File: config.mk
export PLATFORM = sky130hd
export DESIGN_NAME = player_motion
export DESIGN_NICKNAME = d
export VERILOG_FILES = /design/src/rtl/player_motion_pkg.sv /design/src/rtl/player_motion_duration_counter.sv /design/src/rtl/player_motion.sv
export SDC_FILE = /design/constraint.sdc
export NUM_CORES = 1
export LEC_CHECK = 0
export BUFFER_PORTS_ARGS = -buffer_cell sky130_fd_sc_hd__buf_2
export CORE_AREA = 5 5 71 73
export CTS_CLUSTER_DIAMETER = 150
export DETAILED_ROUTE_END_ITERATION = 6
export DIE_AREA = 0 0 76 78
export GPL_ROUTABILITY_DRIVEN = 0
export PLACE_DENSITY_LB_ADDON = 0.25
export SYNTH_ARGS = -nofsm -noshare
export SYNTH_HDL_FRONTEND = slang
export SYNTH_SLANG_ARGS = --single-unit
File: constraint.sdc
create_clock -name clk -period 2.5 [get_ports clk]
set_input_delay 0.5 -clock clk [delete_from_list [all_inputs] [get_ports clk]]
set_output_delay 0.5 -clock clk [all_outputs]
set_load 0.03 [all_outputs]
File: src/rtl/player_motion_pkg.sv
// Shared definitions for the player motion block and the key decoder.
// Holds the movement command codes, the motion state encoding, the width
// of the hang/crouch duration counter and a small state-classification
// helper.
package player_motion_pkg;

  // Movement command codes produced by the key decoder.
  localparam logic [2:0] MOVE_NONE       = 3'b000;
  localparam logic [2:0] MOVE_BIG_JUMP   = 3'b001;
  localparam logic [2:0] MOVE_SMALL_JUMP = 3'b010;
  localparam logic [2:0] MOVE_CROUCH     = 3'b011;
  localparam logic [2:0] MOVE_DROP       = 3'b100;

  // Width of the hang/crouch down-counter.
  localparam int CNT_W = 8;

  typedef enum logic [2:0] {
    ST_IDLE   = 3'd0,
    ST_RISE   = 3'd1,
    ST_HANG   = 3'd2,
    ST_FALL   = 3'd3,
    ST_DROP   = 3'd4,
    ST_CROUCH = 3'd5
  } state_e;

  // True for every state in which the player is off the ground.
  function automatic logic is_airborne(input state_e s);
    return (s == ST_RISE) || (s == ST_HANG) || (s == ST_FALL) || (s == ST_DROP);
  endfunction

endpackage

File: src/rtl/player_motion_duration_counter.sv
// duration_counter: loadable down-counter used for the apex hang and the
// crouch duration.
// Ports:
//   clk, reset   - clock, synchronous active-high reset (clears count)
//   load         - load load_value (has priority over dec)
//   load_value   - value loaded on load
//   dec          - decrement by one, saturating at zero
//   count        - current counter value
//   zero         - count equals zero
module duration_counter #(
  parameter int W = 8
) (
  input  logic         clk,
  input  logic         reset,
  input  logic         load,
  input  logic [W-1:0] load_value,
  input  logic         dec,
  output logic [W-1:0] count,
  output logic         zero
);

  // Counter register: load wins over decrement; decrement never wraps.
  always_ff @(posedge clk) begin
    if (reset) begin
      count <= {W{1'b0}};
    end else if (load) begin
      count <= load_value;
    end else if (dec && (count != {W{1'b0}})) begin
      count <= count - {{(W-1){1'b0}}, 1'b1};
    end else begin
      count <= count;
    end
  end

  assign zero = (count == {W{1'b0}});

endmodule

File: src/rtl/player_motion.sv
// player_motion: vertical motion of the player sprite. Turns one-cycle
// movement commands into a jump arc (rise, hang at apex, fall), a fast
// drop, or a timed crouch, stepping position once per tick.
// Ports:
//   clk, reset - clock, synchronous active-high reset
//   tick       - one-cycle frame-step enable
//   movement   - one-cycle command pulse (codes in player_motion_pkg)
//   player_y   - height above ground in pixels
//   airborne   - high in RISE, HANG, FALL, DROP
//   crouching  - high in CROUCH
//   landed     - one-clk pulse on return to ground from FALL or DROP
//   busy       - high whenever not IDLE
module player_motion #(
  parameter int BIG_H        = 24,
  parameter int SMALL_H      = 12,
  parameter int HANG_TICKS   = 4,
  parameter int CROUCH_TICKS = 16,
  parameter int Y_W          = 7
) (
  input  logic           clk,
  input  logic           reset,
  input  logic           tick,
  input  logic [2:0]     movement,
  output logic [Y_W-1:0] player_y,
  output logic           airborne,
  output logic           crouching,
  output logic           landed,
  output logic           busy
);

  import player_motion_pkg::*;

  state_e             state;
  state_e             next_state;
  logic [Y_W-1:0]     next_y;
  logic [Y_W-1:0]     target;
  logic [Y_W-1:0]     next_target;
  logic [Y_W-1:0]     y_up;
  logic [Y_W-1:0]     y_down;
  logic [Y_W-1:0]     y_drop;
  logic               cnt_load;
  logic [CNT_W-1:0]   cnt_value;
  logic               cnt_dec;
  logic [CNT_W-1:0]   cnt_count;
  logic               cnt_zero;
  logic               cnt_last;
  logic               next_airborne;
  logic               next_crouching;
  logic               next_landed;
  logic               next_busy;

  assign y_up   = player_y + {{(Y_W-1){1'b0}}, 1'b1};
  assign y_down = player_y - {{(Y_W-1){1'b0}}, 1'b1};
  // Drop steps two pixels but saturates at ground instead of wrapping.
  assign y_drop = (player_y <= Y_W'(2)) ? {Y_W{1'b0}} : (player_y - Y_W'(2));
  // This tick brings the counter to zero (or it is already there).
  assign cnt_last = cnt_zero || (cnt_count == CNT_W'(1));

  duration_counter #(.W(CNT_W)) u_duration (
    .clk        (clk),
    .reset      (reset),
    .load       (cnt_load),
    .load_value (cnt_value),
    .dec        (cnt_dec),
    .count      (cnt_count),
    .zero       (cnt_zero)
  );

  // State, position and jump-target registers.
  always_ff @(posedge clk) begin
    if (reset) begin
      state    <= ST_IDLE;
      player_y <= {Y_W{1'b0}};
      target   <= {Y_W{1'b0}};
    end else begin
      state    <= next_state;
      player_y <= next_y;
      target   <= next_target;
    end
  end

  // Next-state logic. A command accepted in a cycle takes precedence over a
  // tick in that same cycle; the position step waits for the following tick.
  always_comb begin
    next_state  = state;
    next_y      = player_y;
    next_target = target;
    cnt_load    = 1'b0;
    cnt_value   = {CNT_W{1'b0}};
    cnt_dec     = 1'b0;
    case (state)
      ST_IDLE: begin
        case (movement)
          MOVE_BIG_JUMP: begin
            next_state  = ST_RISE;
            next_target = Y_W'(BIG_H);
          end
          MOVE_SMALL_JUMP: begin
            next_state  = ST_RISE;
            next_target = Y_W'(SMALL_H);
          end
          MOVE_CROUCH: begin
            next_state = ST_CROUCH;
            cnt_load   = 1'b1;
            cnt_value  = CNT_W'(CROUCH_TICKS);
          end
          default: next_state = ST_IDLE;
        endcase
      end
      ST_RISE: begin
        if (movement == MOVE_DROP) begin
          next_state = ST_DROP;
        end else if (tick) begin
          next_y = y_up;
          if (y_up == target) begin
            next_state = ST_HANG;
            cnt_load   = 1'b1;
            cnt_value  = CNT_W'(HANG_TICKS);
          end else begin
            next_state = ST_RISE;
          end
        end else begin
          next_state = ST_RISE;
        end
      end
      ST_HANG: begin
        if (movement == MOVE_DROP) begin
          next_state = ST_DROP;
        end else if (tick) begin
          cnt_dec    = 1'b1;
          next_state = cnt_last ? ST_FALL : ST_HANG;
        end else begin
          next_state = ST_HANG;
        end
      end
      ST_FALL: begin
        if (movement == MOVE_DROP) begin
          next_state = ST_DROP;
        end else if (tick) begin
          next_y     = y_down;
          next_state = (y_down == {Y_W{1'b0}}) ? ST_IDLE : ST_FALL;
        end else begin
          next_state = ST_FALL;
        end
      end
      ST_DROP: begin
        if (tick) begin
          next_y     = y_drop;
          next_state = (y_drop == {Y_W{1'b0}}) ? ST_IDLE : ST_DROP;
        end else begin
          next_state = ST_DROP;
        end
      end
      ST_CROUCH: begin
        if (tick) begin
          cnt_dec    = 1'b1;
          next_state = cnt_last ? ST_IDLE : ST_CROUCH;
        end else begin
          next_state = ST_CROUCH;
        end
      end
      default: begin
        next_state = ST_IDLE;
        next_y     = {Y_W{1'b0}};
      end
    endcase
  end

  // Output decode from the upcoming state so the flags can be registered
  // and still line up with the state they describe.
  always_comb begin
    next_airborne  = is_airborne(next_state);
    next_crouching = (next_state == ST_CROUCH);
    next_busy      = (next_state != ST_IDLE);
    next_landed    = ((state == ST_FALL) || (state == ST_DROP)) && (next_state == ST_IDLE);
  end

  // Registered status flags.
  always_ff @(posedge clk) begin
    if (reset) begin
      airborne  <= 1'b0;
      crouching <= 1'b0;
      landed    <= 1'b0;
      busy      <= 1'b0;
    end else begin
      airborne  <= next_airborne;
      crouching <= next_crouching;
      landed    <= next_landed;
      busy      <= next_busy;
    end
  end

endmodule

==> impl_metrics.py <==
metrics = {
    "status": {
        "status": "complete, no violations",
    },
    "sta": {
        "holdWs_ns": 0.4951,
        "setup_ws_ns": 0.2668,
        "slew_viol_final": 0,
        "max_freq_mhz": 447.8,
        "worstMarginPinSlew_ns": 0.6041,
        "fin_setup_tns_ns": 0,
        "final-setup-viol-count": 0,
        "fin_skew_ns": 0.006791,
        "fin_crit_ns": 2.233,
        "max_slew_margin_pct": 59.39,
        "post-route-period-util_pct": 89.33,
        "rsz0062_at_grt": "false",
        "final_hold_viol_count": 0,
    },
    "global_route": {
        "track_usage_pct": 15.76,
        "grt_antenna_before_repair": 0,
        "grt_max_degree": 20,
        "grt_first_pass_wirelength_um": 7859,
        "overflow": 0,
        "grt_pass1_vias": 1613,
    },
    "cts": {
        "insertion_delay_ns": 0.28,
        "cts_made_buffers": 3,
        "cts_tree": "yes",
        "clkTransAtPathRegs_ns": 0.10,
        "htree_num_levels": 1,
        "cts_setup_buffers": 0,
        "cts_root_buf": "clkbuf_8",
        "cts.repair.resized": 0,
        "clock_sinks": 25,
        "hold_buffers": 0,
        "cts.path.max_buffers": 2,
    },
    "setup_path": {
        "crit_path_start_kind": "flop",
        "crit_family": "simple AND/OR/NAND/NOR gates",
        "worstPathArrival_ns": 2.45,
        "critical_path.max_fanout": 5,
        "cp_slowest_cell": "nor4_1",
        "cp-end-kind": "flop",
        "crit_buf_inv": 1,
        "worst-setup-path-type": "reg2reg",
        "cp.required_ns": 2.72,
        "critical-path-max-stage-delay_ns": 0.47,
        "path_cells": "inv_1 > ha_1 > nor3b_2 > xnor2_1 > o221ai_1 > o2111ai_1 > nor4_1 > and3b_1",
    },
    "drt": {
        "drt-vias-per-instance": 5.737,
        "dr.pass1.iters": 5,
        "drtIter0Drc": 70,
        "num_vias": 1704,
        "wl_per_cell_um": 15.62,
        "drt_wl_total_um": 4638,
        "drc": 0,
        "postRouteAntennaNets": 0,
    },
    "power_and_ir_drop": {
        "internal-power_w": 0.0005837,
        "powerDensity_nw_per_um2": 404.3,
        "p_sw_w": 0.0002525,
        "leakage_nw": 0.8209,
        "combinationalPowerShare_pct": 18.6,
        "ir_drop_mv": 0.1844,
        "clkPwrFrac_pct": 30.1,
        "swShare_pct": 30.19,
        "p_seq_share_pct": 51.3,
    },
    "placed_design": {
        "pre_cts_ws_ns": 0.1834,
        "dp_hpwl_um": 3536,
        "portBuffers": 16,
    },
    "logic_synthesis": {
        "yosys_warnings": 0,
        "ys_ff_latch": 25,
        "yosysSeqAreaShare_pct": 26.86,
        "postSynthAreaPerCell_um2": 8.171,
        "yosysUniqueCellTypes": 54,
        "synth_nets": 245,
        "ys.flop_type": "dfxtp_1",
        "synth_cells": 228,
        "synth_edf_count": 0,
        "syn_area_um2": 1863,
        "async_flop_share_pct": 0,
    },
    "hold_path": {
        "hold_class": "reg2reg",
    },
    "floorplan": {
        "die_x_um": 76,
        "ios": 17,
        "rows": 24,
        "core_um2": 4294,
        "die-area_um2": 5928,
        "die_y_um": 78,
        "start_util_pct": 43.39,
    },
    "final_layout": {
        "fillers": 456,
        "num_antenna_cells": 0,
        "nNetsFinal": 263,
        "syn_to_final_growth_pct": 11.01,
        "fin_util_pct": 48.16,
        "drive_gt1_share_pct": 15.92,
    },
    "flow_run": {
        "cap_violations": 0,
    },
}
-- stage by stage --
stage | power (W) | instances | cell area (um^2)
3_5_place_dp | 0.0005916 | 293 | 2019
4_1_cts | 0.0008465 | 297 | 2068
3_3_place_gp | 0.0005920 | 293 | 2019
5_1_grt | 0.0008870 | 297 | 2068
2_1_floorplan | 0.0005485 | 228 | 1863
6_report | 0.0008362 | 297 | 2068
-- synth_stat cells (all sizes together) (5+ instances only) --
master   n  area share [%]
dfxtp   25              27
nor2    23             4.6
nand2   16             3.2
xnor2   14             6.6
inv     12             2.4
ha      11             7.4
nor4     9             4.8
buf      8             2.4
a21oi    7             1.9
nor2b    7             2.4
o21ai    7             1.9
nand3    6             1.6
nor3     6             1.6
clkbuf   5             1.0
-- final timing paths --
path,start,end,slack (ns),cells past startpoint
min reg2reg,target[4],target[4],0.50,2
min,target[4],target[4],0.50,2
max reg2reg,player_y[1],landed,0.27,8
max,player_y[1],landed,0.27,8
-- tightest hold or removal path, cell delays in order (launching register included) --
cell and delay [ns]:
dfxtp_1 0.34, nand2_1 0.06, a21oi_1 0.05
-- cells by family after synthesis --
logic type / synth area share [%]
adder cells (fa/ha/maj): 7.387
XOR/XNOR: 7.992
AO/OA/AOI/OAI: 22.30
AND/OR/NAND/NOR: 28.01
multiplexers: 1.612
buffers and inverters: 5.843
flip-flops: 26.86
-- registers in the layout, indices dropped and copies added (netlist names) --
register and flops:
airborne 1, busy 1, crouching 1, landed 1
player_y 7, state 3, target 3, u_duration.count 8
-- cells in the final DEF, fill, tap and decap left out, types with 4 or more instances in the layout --
master / synthesis / final
buf_4: 0 / 10
dfxtp_1: 25 / 25
a31oi_1: 4 / 4
ha_1: 11 / 11
nor4_1: 5 / 5
nor3_1: 6 / 6
xnor2_1: 14 / 14
o21ai_0: 7 / 7
nand2_1: 16 / 16
nand3_1: 6 / 6
nor2b_1: 7 / 7
or3_1: 4 / 4
buf_2: 6 / 16
a22oi_1: 4 / 4
a21oi_1: 7 / 7
o221ai_1: 4 / 4
inv_1: 12 / 12
nor2_1: 23 / 23
-- power groups by stage --
stage	Combinational [W]	Clock (W)	Sequential (W)
after floorplan	0.0000993	0	0.000449
after global placement	0.000155	0	0.000437
after detailed placement	0.000154	0	0.000437
after CTS	0.000155	0.000263	0.000429
after global routing	0.000170	0.000286	0.000431
final	0.000155	0.000252	0.000429
-- cell type report --
type / instances / area (um^2) / share of cell area, %
clock inverters: 1 / 7.507 / 0.3630
flip-flops and latches: 25 / 500.5 / 24.20
inverters: 12 / 45.04 / 2.178
repair buffers: 26 / 155.1 / 7.502
clock buffers: 3 / 41.29 / 1.996
well taps: 52 / 65.06 / 3.146
multi-input cells: 178 / 1254 / 60.62
-- routing by layer --
| layer | vias up | wire (um) | global-route usage [%] | part of all wire (%) |
|---|---|---|---|---|
| met1 | 795 | 2161 | 20.14 | 47 |
| li1 | 865 | - | - | - |
| met2 | 36 | 2264 | 27.48 | 49 |
| met3 | 8 | 142 | 2.315 | 3.1 |
| met5 | - | 0 | 0 | 0 |
| met4 | 0 | 70 | 4.270 | 1.5 |
Power figures use the tool's default switching activity.
